**config.mk**
```make
export PLATFORM = sky130hd
export DESIGN_NAME = easyaxi_ost_alloc
export DESIGN_NICKNAME = d
export VERILOG_FILES = /design/src/rtl/easyaxi_ost_alloc_pkg.sv /design/src/rtl/easyaxi_prio_enc.sv /design/src/rtl/easyaxi_ost_alloc.sv
export SDC_FILE = /design/constraint.sdc
export NUM_CORES = 1
export LEC_CHECK = 0
export ABC_AREA = 1
export CORE_UTILIZATION = 52
export CTS_CLUSTER_DIAMETER = 150
export DETAILED_ROUTE_END_ITERATION = 12
export MAX_ROUTING_LAYER = met4
export PLACE_DENSITY = 0.72
export SYNTH_ARGS = -nofsm -noshare
export SYNTH_HDL_FRONTEND = slang
export SYNTH_HIERARCHICAL = 1
export SYNTH_SLANG_ARGS = --single-unit
```
**constraint.sdc**
```tcl
create_clock -name clk -period 7.3 [get_ports clk]
set_input_delay 1.825 -clock clk [delete_from_list [all_inputs] [get_ports clk]]
set_output_delay 1.825 -clock clk [all_outputs]
set_load 0.05 [all_outputs]
```
**src/rtl/easyaxi_ost_alloc_pkg.sv**
```systemverilog
// rtl/easyaxi_ost_alloc_pkg.sv - shared defaults and types for the outstanding-slot allocator
package easyaxi_ost_alloc_pkg;

    localparam int OST_DEPTH_DEF  = 16;
    localparam int ID_WIDTH_DEF   = 4;
    localparam int ADDR_WIDTH_DEF = 32;
    localparam int LEN_WIDTH_DEF  = 8;

    // Classification of the response beat seen in the current cycle.
    typedef enum logic [1:0] {
        BEAT_NONE,
        BEAT_MID,
        BEAT_LAST,
        BEAT_STRAY
    } beat_kind_e;

endpackage

```
**src/rtl/easyaxi_prio_enc.sv**
```systemverilog
// rtl/easyaxi_prio_enc.sv - lowest-set-bit priority encoder with found flag
module easyaxi_prio_enc
    import easyaxi_ost_alloc_pkg::*;
#(
    parameter int WIDTH     = OST_DEPTH_DEF,
    parameter int IDX_WIDTH = $clog2(WIDTH)
) (
    input  logic [WIDTH-1:0]     vec,
    output logic [IDX_WIDTH-1:0] idx,
    output logic                 found
);

    // Scanning downward lets the lowest set bit win the last assignment.
    always_comb begin
        idx   = '0;
        found = 1'b0;
        for (int i = WIDTH - 1; i >= 0; i--) begin
            if (vec[i]) begin
                idx   = IDX_WIDTH'(i);
                found = 1'b1;
            end
        end
    end

endmodule

```
**src/rtl/easyaxi_ost_alloc.sv**
```systemverilog
// rtl/easyaxi_ost_alloc.sv - outstanding-slot allocator in front of the AXI request channel
module easyaxi_ost_alloc
    import easyaxi_ost_alloc_pkg::*;
#(
    parameter int OST_DEPTH  = OST_DEPTH_DEF,
    parameter int ID_WIDTH   = ID_WIDTH_DEF,
    parameter int ADDR_WIDTH = ADDR_WIDTH_DEF,
    parameter int LEN_WIDTH  = LEN_WIDTH_DEF
) (
    input  logic                         clk,
    input  logic                         rst,
    input  logic                         in_valid,
    output logic                         in_ready,
    input  logic [ID_WIDTH-1:0]          in_id,
    input  logic [ADDR_WIDTH-1:0]        in_addr,
    input  logic [LEN_WIDTH-1:0]         in_len,
    output logic                         req_valid,
    input  logic                         req_ready,
    output logic [ID_WIDTH-1:0]          req_id,
    output logic [ADDR_WIDTH-1:0]        req_addr,
    output logic [LEN_WIDTH-1:0]         req_len,
    output logic [$clog2(OST_DEPTH)-1:0] req_ptr,
    input  logic                         resp_valid,
    input  logic                         resp_ready,
    input  logic                         resp_last,
    input  logic [$clog2(OST_DEPTH)-1:0] resp_ptr,
    output logic [$clog2(OST_DEPTH):0]   ost_cnt,
    output logic                         ost_full,
    output logic                         len_err,
    output logic                         free_err
);

    localparam int PTR_WIDTH = $clog2(OST_DEPTH);
    localparam int CNT_WIDTH = PTR_WIDTH + 1;
    localparam logic [CNT_WIDTH-1:0] FULL_CNT = CNT_WIDTH'(OST_DEPTH);

    logic [OST_DEPTH-1:0] busy;
    logic [LEN_WIDTH-1:0] slot_len [OST_DEPTH];
    logic [LEN_WIDTH:0]   beat_cnt [OST_DEPTH];

    logic [PTR_WIDTH-1:0] free_idx;
    logic                 free_found;
    logic                 alloc;
    logic                 release_slot;
    logic                 beat_len_err;
    logic                 len_match;
    logic [CNT_WIDTH-1:0] cnt_next;
    beat_kind_e           beat_kind;

    easyaxi_prio_enc #(
        .WIDTH     (OST_DEPTH),
        .IDX_WIDTH (PTR_WIDTH)
    ) u_free_enc (
        .vec   (~busy),
        .idx   (free_idx),
        .found (free_found)
    );

    assign in_ready = ~ost_full & free_found & (~req_valid | req_ready);
    assign alloc    = in_valid & in_ready;

    always_comb begin
        beat_kind = BEAT_NONE;
        if (resp_valid && resp_ready) begin
            if (!busy[resp_ptr]) begin
                beat_kind = BEAT_STRAY;
            end else if (resp_last) begin
                beat_kind = BEAT_LAST;
            end else begin
                beat_kind = BEAT_MID;
            end
        end
    end

    // A mid beat arriving once the count already equals LEN overruns the burst;
    // a last beat must land exactly on LEN.
    assign len_match    = (beat_cnt[resp_ptr] == {1'b0, slot_len[resp_ptr]});
    assign beat_len_err = ((beat_kind == BEAT_MID) && len_match) ||
                          ((beat_kind == BEAT_LAST) && !len_match);
    assign release_slot = (beat_kind == BEAT_LAST);

    always_comb begin
        cnt_next = ost_cnt;
        if (alloc && !release_slot) begin
            cnt_next = ost_cnt + 1'b1;
        end else if (!alloc && release_slot) begin
            cnt_next = ost_cnt - 1'b1;
        end
    end

    always_ff @(posedge clk) begin
        if (rst) begin
            busy      <= '0;
            for (int i = 0; i < OST_DEPTH; i++) begin
                slot_len[i] <= '0;
                beat_cnt[i] <= '0;
            end
            req_valid <= 1'b0;
            req_id    <= '0;
            req_addr  <= '0;
            req_len   <= '0;
            req_ptr   <= '0;
            ost_cnt   <= '0;
            ost_full  <= 1'b0;
            len_err   <= 1'b0;
            free_err  <= 1'b0;
        end else begin
            len_err  <= beat_len_err;
            free_err <= (beat_kind == BEAT_STRAY);
            ost_cnt  <= cnt_next;
            ost_full <= (cnt_next == FULL_CNT);

            case (beat_kind)
                BEAT_MID: beat_cnt[resp_ptr] <= beat_cnt[resp_ptr] + 1'b1;
                BEAT_LAST: begin
                    busy[resp_ptr]     <= 1'b0;
                    beat_cnt[resp_ptr] <= '0;
                end
                default: ;
            endcase

            // The allocated slot is never busy, so it cannot collide with the beat update.
            if (alloc) begin
                busy[free_idx]     <= 1'b1;
                slot_len[free_idx] <= in_len;
                beat_cnt[free_idx] <= '0;
                req_valid          <= 1'b1;
                req_id             <= in_id;
                req_addr           <= in_addr;
                req_len            <= in_len;
                req_ptr            <= free_idx;
            end else if (req_valid && req_ready) begin
                req_valid <= 1'b0;
            end
        end
    end

endmodule
```
# Yosys cells after proc, flatten, opt, wreduce, memory -nomap -nowiden
# Memory sizes are Yosys's and may differ from the RTL's.
# Index checks and enable logic that the tools add are counted.
[op_classes]
n_eq_ne = 5
n_mux = 69
n_bitwise = 11
magnitude_cmp = 4
addsub = 3
n_reduce_logical = 16
[ops]
columns = ["cell", "n"]
rows = [
  ["$mux W4", 19],
  ["$mux W16", 3],
  ["$mux W1", 35],
  ["$not A16 Y16", 2],
  ["$mux W9", 3],
  ["$reduce_or A9 Y1", 2],
  ["$and A16 B16 Y16", 1],
  ["$or A16 B16 Y16", 1],
  ["$lt A4 B5 Y1 const B", 2],
  ["$mux W5", 2],
  ["$add A9 B1 Y9 const B", 1],
  ["$eq A9 B8 Y1", 1],
  ["$demux W1 S4", 2],
  ["$ge A4 B1 Y1 const B", 2],
  ["$logic_and A1 B1 Y1", 8],
  ["$mux W8", 1],
  ["$reduce_or A8 Y1", 1],
  ["$mux W2", 3],
  ["$add A5 B1 Y5 const B", 1],
  ["$eq A5 B5 Y1 const B", 1],
  ["$sub A5 B1 Y5 const B", 1],
  ["$bmux W1 S4", 1],
  ["$eq A2 B2 Y1 const B", 2],
  ["$and A1 B1 Y1", 3],
  ["other kinds (6)", 10],
]
[word_totals]
word_cells = 120
n_memories = 2
output_inout_bits = 58
reg_bits = 73
ramBits = 272
[memory_table]
columns = ["name", "words", "word_bits", "rd", "rd_clocked_by_memory_dff", "wr", "line", "rtl"]
rows = [
  ["beat_cnt", 16, 9, 1, 0, 16, "easyaxi_ost_alloc.sv:39", "logic [LEN_WIDTH:0] beat_cnt [OST_DEPTH];"],
  ["slot_len", 16, 8, 1, 0, 16, "easyaxi_ost_alloc.sv:38", "logic [LEN_WIDTH-1:0] slot_len [OST_DEPTH];"],
]

# Depth between registers and ports, before layout
[logic_depth]
word_depth = 25
depth_mapped = 22
ltp_nobuf = 22

# By module
# Netlist, hierarchy kept.
[modules_own_cells]
columns = ["module", "area_each_um2", "n_inst", "cells_each"]
rows = [
  ["easyaxi_ost_alloc", 16647.2, 1, 2290],
  ["easyaxi_prio_enc", 209.0, 1, 49],
]

# Least setup slack after synthesis
# Ideal clock, no wire load.
[synth_timing]
path_kind = "input to register"
startpoint = "input req_ready"
endpoint = "memory slot_len[8][0] (netlist name) (enable)"
path_stages = 8
path_buffers = 0
arrival_time_ns = 4.626
required_ns = 6.971
setup_slack_ns = 2.345
cell_sequence = "nor2_1 -> nor3b_1 -> nand2_1 -> inv_2 -> nand4_1 -> nor2_1 -> inv_2 -> nand2_1"
[synth_lines]
columns = ["item", "line", "rtl"]
rows = [
  ["start: declaration", "easyaxi_ost_alloc.sv:18", "input logic req_ready,"],
  ["end: declaration", "easyaxi_ost_alloc.sv:38", ""],
]

# Final worst setup path
[layout_timing]
startpoint = "input req_ready"
endpoint = "output in_ready"
[layout_between]
elab_chain_cells = 2
[layout_rtl]
columns = ["item", "line", "rtl"]
rows = [
  ["$or A1 B1 Y1", "easyaxi_ost_alloc.sv:59", "assign in_ready = ~ost_full & free_found & (~req_valid | req_ready);"],
  ["$and A1 B1 Y1", "easyaxi_ost_alloc.sv:59", ""],
  ["end: declaration", "easyaxi_ost_alloc.sv:13", "output logic in_ready,"],
]
# Every way passes these cells.

==> out/qor.csv <==
stage,metric,value,unit
status,status,"finished, final reports clean",
sta,setup_viol,0,
global_routing,grt_max_degree,86,
setup_path,r2r_slack,3.56,ns
final_layout,area_growth,13.7,%
place,gp_congestion,0.991,
final_layout,layout_commonest_cell,nand2_1,
setup_path,crit_arrival,3.43,ns
logic_synthesis,ys_types,35,
sta,worst_slack,2.04,ns
pwr,p_leak,0.00803,µW
setup_path,critPathLaunchType,input pin,
route,viasPerCell,5.69,
place,postPlaceCellArea,17900,µm²
clock_tree,numClockSinks,345,
clock_tree,postCtsHoldBufs,0,
logic_synthesis,synth_edf_count,128,
place,dp_hpwl,34200,µm
final_layout,fin_cells,2817,
floorplan,initial_core_util,53.1,%
route,drtIter0Drc,1898,
logic_synthesis,ys_seq_elements,345,
sta,final.setup.tns,0,ns
logic_synthesis,ys_async_sr_fraction,0,%
route,dr_total_vias,16000,
sta,tightest_slew,1.23,ns
sta,fmax,0.190,GHz
clock_tree,cts_resized,0,
final_layout,design_area,19200,µm²
place,port-buffer-count,112,
sta,maxSlewHeadroom,18.0,%
global_routing,grt_antenna_before_repair,0,
setup_path,worst_ep_required_time,5.48,ns
sta,rsz0062_at_grt,no,
floorplan,die_w,182,µm
clock_tree,cts_tree,yes,
clock_tree,cts-root-buf,clkbuf_16,
route,dr.pass1.iters,8,
setup_path,cp_max_fo,2,
setup_path,crit_chain,clkdlybuf4s50_1 -> nor2_1 -> nor3b_1 -> clkdlybuf4s50_1,
global_routing,grt_pass1_wl,82900,µm
route,wire_per_inst,18.7,µm
route,drtAntennaViolNets,0,
final_layout,antenna_cells,0,
clock_tree,cts_buffer_depth,3,
global_routing,grt_usage,32.7,%
clock_tree,cts_buffers,38,
setup_path,cpMaxStageDelayCell,clkdlybuf4s50_1,
sta,period_needed,5.26,ns
floorplan,die_h,182,µm
sta,finalClockSkew,0.0224,ns
place,dpl_worst_slack,1.83,ns
clock_tree,post_cts.repair.setup_buffers,0,
route,wl,52700,µm
final_layout,fillers,2903,
logic_synthesis,yosysWarnings,6,
floorplan,io_pins,113,
logic_synthesis,ys_dominant_reg_cell,dfxtp_1,
sta,hold_viol_final,0,
hold_path,hp-class,flip-flop to flip-flop,
setup_path,worst_path_largest_cell_delay,0.86,ns
clock_tree,cts_htree_levels,2,
setup_path,critPathMostFrequentCell,clkdlybuf4s50_1,
sta,finalMaxSlewViolations,0,
sta,finalCritPeriodShare,72.0,%
pwr,ir_worst_vdd,0.206,mV
job,maxCapViolations,0,
floorplan,core,31700,µm²
logic_synthesis,syn_area,16900,µm²
final_layout,final_cell_mix,"nand2_1 (1018), dfxtp_1 (217), nor2_1 (214)",
clock_tree,clk_latency,0.55,ns
route,post-route-drc-count,0,
final_layout,drive_above_1_share,6.79,%
pwr,p_per_area,229,nW/µm²
setup_path,worst_setup_path_end_kind,output pin,
global_routing,grt_pass1_vias,15200,
final_layout,final_nets,2445,
logic_synthesis,post_synth.cell_area_avg,7.21,µm²
final_layout,fin_util,60.4,%
clock_tree,path_clk_slew,0.05,ns
global_routing,gr-total-overflow,0,
place,post-place-cells,2749,
setup_path,crit_type,input pin to output pin,
logic_synthesis,ys_seq_area_share,48.6,%
logic_synthesis,syn_nets,2397,
floorplan,core.rowCount,65,
floorplan,fp.dieArea,33100,µm²
logic_synthesis,syn_inst,2339,
==> path summary, 6_finish.rpt <==
path / start / endpoint / cells after the start
setup / recovery: req_ready / in_ready / 4
hold reg to reg: req_addr[27] / req_addr[27] / 2
setup reg to reg: busy[15] / beat_cnt[13][2] / 14
hold / removal: req_addr[27] / req_addr[27] / 2
==> Yosys cell counts (all sizes together), types with 3 or more instances <==
library cell     n  area share, %
xor2             4           0.21
ha               3           0.22
o21ai           30           0.94
nor3             5           0.15
nand3           81            2.5
buf             83            3.2
dfxtp          217             26
inv            106            2.4
nor2           233            5.6
edfxtp         128             23
nand2         1037             23
nand4          128            4.9
a21oi          202            6.0
clkbuf          35           0.78
clkinv          40           0.89
or2              3           0.11
==> flip-flops by register name (all words and copies together), names as in the netlist, 4 cells and up <==
register  flops
req_id        4
req_ptr       4
req_len       8
busy         16
slot_len    128
ost_cnt       5
beat_cnt    144
req_addr     32
==> metal layers <==
layer / track usage, % / wire length [µm]
met1: 42.6 / 22200
met5: - / 0
met4: 10.7 / 1690
met3: 6.18 / 4630
met2: 51.3 / 24200
==> power breakdown <==
part	total [µW]	internal, µW	switching [µW]
Clock	1930	1110	817
Combinational	400	113	288
Sequential	2070	2050	22.4
Total	4400	3270	1130
==> worst max-delay path, delay by kind of cell <==
family / cells / cell delay (ns)
buffers and inverters: 2 / 1.32
AND/OR/NAND/NOR: 2 / 0.29
==> layout make-up <==
type / count / area (µm²) / share of cell area, %
clock buffer: 56 / 1120 / 5.84
clock inverter: 12 / 141 / 0.738
inverter: 146 / 551 / 2.87
multi-input combinational: 1730 / 7450 / 38.9
sequential: 345 / 8190 / 42.7
tap: 402 / 503 / 2.62
timing repair buffer: 126 / 1210 / 6.33
==> through the flow <==
| step | power, µW | hold WS (ns) |
|---|---|---|
| after CTS | 4400 | 0.462 |
| after detailed placement | 2510 | 0.452 |
| final | 4400 | 0.462 |
| after floorplan | 2370 | 0.439 |
| after global routing | 4520 | 0.477 |
| after global placement | 2500 | 0.448 |
==> logic make-up (layout without fill, tap and decap cells) <==
logic type                 Yosys count  count (layout)  share of synthesized area, %
and+or+nand+nor                   1489            1489                          36.7
buffers and inverters              264             340                          7.27
AOI/OAI and AO/OA                  233             233                          6.99
adders and majority gates            3               3                         0.223
DFF                                345             345                          48.6
xor gates and xnor gates             5               5                         0.260
Power figures use the tool's default switching activity.
